[src/rtl/mem_arb_pkg.sv]
// Shared types and byte-lane helpers for the memory port arbiter.
// Counter width bounds STARVE_LIMIT to at most 255.
package mem_arb_pkg;

  typedef enum logic [2:0] {
    IDLE,
    ISSUE,
    CAPTURE,
    MERGE,
    DONE
  } state_t;

  typedef enum logic {
    OWN_CPU,
    OWN_DMA
  } owner_t;

  localparam int STARVE_LIMIT_DEF = 4;
  localparam int CNT_W = 8;

  function automatic logic [15:0] byte_merge(
    input logic [15:0] old,
    input logic [7:0]  b,
    input logic        hi
  );
    return hi ? {b, old[7:0]} : {old[15:8], b};
  endfunction

  function automatic logic [15:0] byte_extract(
    input logic [15:0] w,
    input logic        is_byte,
    input logic        hi
  );
    if (!is_byte) return w;
    return {8'h00, (hi ? w[15:8] : w[7:0])};
  endfunction

endpackage

[src/rtl/mem_arb_pick.sv]
// Winner select for the memory arbiter.
// MEM_ARB_ROUND_ROBIN_EN switches starve-counter priority to round robin.
module mem_arb_pick
  import mem_arb_pkg::*;
#(
  parameter int STARVE_LIMIT = STARVE_LIMIT_DEF
) (
  input  logic             i_cpu_req,
  input  logic             i_dma_req,
  input  logic [CNT_W-1:0] i_cnt,
  input  owner_t           i_last,
  output owner_t           o_win,
  output logic [CNT_W-1:0] o_cnt_nxt
);

`ifdef MEM_ARB_ROUND_ROBIN_EN
  logic w_unused_cnt;
  assign w_unused_cnt = ^i_cnt;

  always_comb begin
    o_win     = OWN_CPU;
    o_cnt_nxt = '0;
    if (i_cpu_req && i_dma_req)
      o_win = (i_last == OWN_CPU) ? OWN_DMA : OWN_CPU;
    else if (i_dma_req)
      o_win = OWN_DMA;
  end
`else
  logic w_unused_last;
  assign w_unused_last = (i_last == OWN_DMA);

  always_comb begin
    o_win     = OWN_CPU;
    o_cnt_nxt = i_cnt;
    // DMA wins when alone or once CPU has starved it long enough
    if (i_dma_req &&
        (!i_cpu_req || i_cnt >= CNT_W'(STARVE_LIMIT)))
      o_win = OWN_DMA;
    if (o_win == OWN_DMA)
      o_cnt_nxt = '0;
    else if (i_dma_req)
      o_cnt_nxt = i_cnt + CNT_W'(1);
  end
`endif

endmodule

[src/rtl/mem_arbiter.sv]
// Two-port memory arbiter: serialises CPU/DMA accesses, merges byte stores.
// Optional MEM_ARB_ROUND_ROBIN_EN selects round-robin arbitration.
module mem_arbiter
  import mem_arb_pkg::*;
#(
  parameter int ADDR_W       = 16,
  parameter int DATA_W       = 16,
  parameter int STARVE_LIMIT = STARVE_LIMIT_DEF
) (
  input  logic              clk,
  input  logic              rst,
  input  logic              cpu_req,
  input  logic              cpu_we,
  input  logic              cpu_byte,
  input  logic [ADDR_W-1:0] cpu_addr,
  input  logic [DATA_W-1:0] cpu_wdata,
  output logic [DATA_W-1:0] cpu_rdata,
  output logic              cpu_ack,
  input  logic              dma_req,
  input  logic              dma_we,
  input  logic              dma_byte,
  input  logic [ADDR_W-1:0] dma_addr,
  input  logic [DATA_W-1:0] dma_wdata,
  output logic [DATA_W-1:0] dma_rdata,
  output logic              dma_ack,
  output logic [ADDR_W-2:0] mem_addr,
  output logic              mem_we,
  output logic [DATA_W-1:0] mem_wdata,
  input  logic [DATA_W-1:0] mem_rdata
);

  state_t              r_state;
  owner_t              r_owner;
  owner_t              r_last;
  logic [CNT_W-1:0]    r_cnt;
  logic                r_we;
  logic                r_byte;
  logic [ADDR_W-1:0]   r_addr;
  logic [DATA_W-1:0]   r_wdata;

  owner_t              w_win;
  logic [CNT_W-1:0]    w_cnt_nxt;
  logic                w_any;
  logic                w_dma;
  logic                w_we;
  logic                w_byte;
  logic [ADDR_W-1:0]   w_addr;
  logic [DATA_W-1:0]   w_wdata;

  mem_arb_pick #(
    .STARVE_LIMIT(STARVE_LIMIT)
  ) u_pick (
    .i_cpu_req (cpu_req),
    .i_dma_req (dma_req),
    .i_cnt     (r_cnt),
    .i_last    (r_last),
    .o_win     (w_win),
    .o_cnt_nxt (w_cnt_nxt)
  );

  assign w_any   = cpu_req | dma_req;
  assign w_dma   = (w_win == OWN_DMA);
  assign w_we    = w_dma ? dma_we    : cpu_we;
  assign w_byte  = w_dma ? dma_byte  : cpu_byte;
  assign w_addr  = w_dma ? dma_addr  : cpu_addr;
  assign w_wdata = w_dma ? dma_wdata : cpu_wdata;

  always_ff @(posedge clk) begin
    if (rst) begin
      r_state   <= IDLE;
      r_owner   <= OWN_CPU;
      r_last    <= OWN_DMA;
      r_cnt     <= '0;
      r_we      <= 1'b0;
      r_byte    <= 1'b0;
      r_addr    <= '0;
      r_wdata   <= '0;
      mem_addr  <= '0;
      mem_we    <= 1'b0;
      mem_wdata <= '0;
      cpu_ack   <= 1'b0;
      dma_ack   <= 1'b0;
      cpu_rdata <= '0;
      dma_rdata <= '0;
    end else begin
      unique case (r_state)
        IDLE: begin
          mem_we   <= 1'b0;
          mem_addr <= '0;
          if (w_any) begin
            r_owner   <= w_win;
            r_last    <= w_win;
            r_cnt     <= w_cnt_nxt;
            r_we      <= w_we;
            r_byte    <= w_byte;
            r_addr    <= w_addr;
            r_wdata   <= w_wdata;
            mem_addr  <= w_addr[ADDR_W-1:1];
            mem_we    <= w_we & ~w_byte;
            mem_wdata <= w_wdata;
            r_state   <= ISSUE;
          end
        end
        ISSUE: begin
          if (r_we && !r_byte) begin
            mem_we  <= 1'b0;
            cpu_ack <= (r_owner == OWN_CPU);
            dma_ack <= (r_owner == OWN_DMA);
            r_state <= DONE;
          end else begin
            r_state <= CAPTURE;
          end
        end
        CAPTURE: begin
          if (r_we) begin
            mem_we    <= 1'b1;
            mem_wdata <= byte_merge(mem_rdata,
                                    r_wdata[7:0],
                                    r_addr[0]);
            r_state   <= MERGE;
          end else begin
            cpu_ack <= (r_owner == OWN_CPU);
            dma_ack <= (r_owner == OWN_DMA);
            if (r_owner == OWN_CPU)
              cpu_rdata <= byte_extract(mem_rdata,
                                        r_byte,
                                        r_addr[0]);
            else
              dma_rdata <= byte_extract(mem_rdata,
                                        r_byte,
                                        r_addr[0]);
            r_state <= DONE;
          end
        end
        MERGE: begin
          mem_we  <= 1'b0;
          cpu_ack <= (r_owner == OWN_CPU);
          dma_ack <= (r_owner == OWN_DMA);
          r_state <= DONE;
        end
        DONE: begin
          cpu_ack  <= 1'b0;
          dma_ack  <= 1'b0;
          mem_addr <= '0;
          r_state  <= IDLE;
        end
        default: r_state <= IDLE;
      endcase
    end
  end

endmodule

[config.mk]
export PLATFORM = sky130hd
export DESIGN_NAME = mem_arbiter
export DESIGN_NICKNAME = d
export VERILOG_FILES = /design/src/rtl/mem_arb_pkg.sv /design/src/rtl/mem_arb_pick.sv /design/src/rtl/mem_arbiter.sv
export SDC_FILE = /design/constraint.sdc
export NUM_CORES = 1
export LEC_CHECK = 0
export ABC_AREA = 1
export CORE_ASPECT_RATIO = 0.8
export CORE_MARGIN = 2
export CORE_UTILIZATION = 40
export DETAILED_ROUTE_END_ITERATION = 10
export PLACE_DENSITY = 0.83
export SYNTH_ARGS = -nofsm -noshare
export SYNTH_HDL_FRONTEND = slang
export SYNTH_HIERARCHICAL = 1
export SYNTH_SLANG_ARGS = --single-unit
[constraint.sdc]
create_clock -name clk -period 3.62 [get_ports clk]
set_input_delay 0.543 -clock clk [delete_from_list [all_inputs] [get_ports clk]]
set_output_delay 0.543 -clock clk [all_outputs]
set_load 0.03 [all_outputs]
==> results.cfg <==
[detailed_routing]
drt_iter0_drc = 349
route.met2.wl_um = 5720
m1WireLength_um = 5480
via_per_inst = 4.65
dr_wl_met3_um = 1180
wl_um = 12500
wire_per_inst_um = 12.5
vias = 4652
firstDrtPassIters = 5
top_layer = met4
drc = 0
antenna_left = 0

[place]
port_buffers = 153
hpwl_um = 8970
gp_congestion = 0.811
dp_cells = 985

[grt]
grt_pass1_wl_um = 20500
antenna_found_initial = 0
grt_usage = 0.211
grt_pass1_vias = 4429
grt_max_degree = 39
overflow = 0

[timing]
drv_slew = 0
slew_headroom = 0.558
fin_crit_ns = 2.46
setup-tns-final_ns = 0
rsz0062_at_grt = false
fin_crit_sh = 0.680
setup_violations = 0
fmax_ghz = 0.406
timing.final.hold_violations = 0
max_slew.worst_pin.slew_ns = 0.662
clock_skew_ns = 0.0124

[worst_setup_path]
path_delay_family = buffers and inverters
path_buf_inv = 4
worstPathCellList = clkdlybuf4s50_1 > inv_1 > nor2_2 > clkinv_1 > buf_4 > nand2_1 > nand2_1 > nand2_1 > nand2_1 > nor2_1 > nor2_1
slowest_delay_ns = 0.74
critPathSlowestCell = clkdlybuf4s50_1
cp_max_fo = 21
startpoint_type = input pin
arrival_ns = 2.69
crit_top_cell = nand2_1
end_kind = register
crit_required_ns = 3.85
crit_type = in2reg

[min_path]
hp-class = reg2reg

[final_layout]
layout_common_cells = nand2_1, clkdlybuf4s50_1, nor2_1
syn_to_final_growth_pct = 40.9
drive_above_1_share = 0.0467
fin_nets = 942
antenna_cells = 0
stdcell_count = 1000
layout_commonest_cell = nand2_1

[power]
ir_worst_vdd_mv = 0.297
p_per_area_nw_per_um2 = 535
power_leakage_nw = 2.79

[synth]
synth-warning-count = 6
syn_nets = 811
syn_area_per_cell_um2 = 6.24
syn-cell-area_um2 = 4500
syn_inst = 721

[floorplanning]
die_w_um = 123
coreArea_um2 = 10900
die_h_um = 98.8
start_util = 0.411
io_pins = 154
die-area_um2 = 12100
row_count = 34

[clocking]
cts-buffers-inserted = 9
clock-root-buffer = clkbuf_16
cts_tree = built
cts_hold_buf = 0
cts_max_level = 3
cts_resized = 0
cts_setup_buffers = 0
clock_path_buffers = 2
clk_latency_ns = 0.34
clk_pin_slew_ns = 0.07
clkSinkCount = 89

[flow_run]
cap_viol_max_count = 0

[run_status]
status = finished, final reports clean
==> layout make-up <==
cell class              count  area [um^2]
fillers                  1070         4600
clock buffers               9          225
inverters                  68          255
multi-input cells         524         2220
well taps                 144          180
clock inverters             6         92.6
repair buffers            160         1580
flip-flops and latches     89         1780
==> registers in the layout (all words and copies together), names as in the netlist, 3 cells and up <==
| register | cells |
|---|---|
| dma_rdata | 16 |
| r_wdata | 8 |
| r_state | 3 |
| mem_addr | 15 |
| mem_wdata | 16 |
| r_cnt | 8 |
| cpu_rdata | 16 |
==> worst register-to-register path: stages, from the launching register on <==
cell	delay, ns
dfxtp_1	0.37
nor2_1	0.06
nand2_1	0.06
nor2_1	0.05
nor2_2	0.09
clkinv_1	0.37
buf_4	0.38
nand2_1	0.08
nand2_1	0.06
nand2_1	0.07
nand2_1	0.06
nor2_1	0.09
nor2_1	0.06
==> final timing paths <==
| check | from | end | slack (ns) | cells past startpoint |
|---|---|---|---|---|
| worst min-delay path | cpu_rdata[3] | cpu_rdata[3] | 0.45 | 2 |
| worst min register to register | cpu_rdata[3] | cpu_rdata[3] | 0.45 | 2 |
| worst max register to register | r_cnt[4] | mem_wdata[3] | 1.71 | 12 |
| worst max-delay path | dma_req | mem_wdata[3] | 1.16 | 11 |
==> through the flow <==
stage,power (mW),hold slack [ns],util,area (um^2),setup slack [ns]
floorplan,2.00,0.439,-,4500,1.83
global placement,2.38,0.436,0.551,6020,0.850
detailed placement,2.40,0.446,0.551,6020,0.779
CTS,3.40,0.457,0.580,6340,1.13
global route,3.59,0.473,0.580,6340,0.930
finish,3.39,0.453,0.580,6340,1.16
==> per-layer routing <==
| layer | up-vias | track usage |
|---|---|---|
| met2 | 141 | 0.350 |
| met1 | 2046 | 0.265 |
| li1 | 2450 | - |
| met5 | - | 0 |
| met4 | 0 | 0.0460 |
| met3 | 15 | 0.0700 |
==> where the power goes <==
part / switching, mW / internal (mW)
registers: 0.0910 / 1.12
logic: 0.721 / 0.447
clock network: 0.401 / 0.605
No activity file was read; power rests on OpenSTA's default activity.
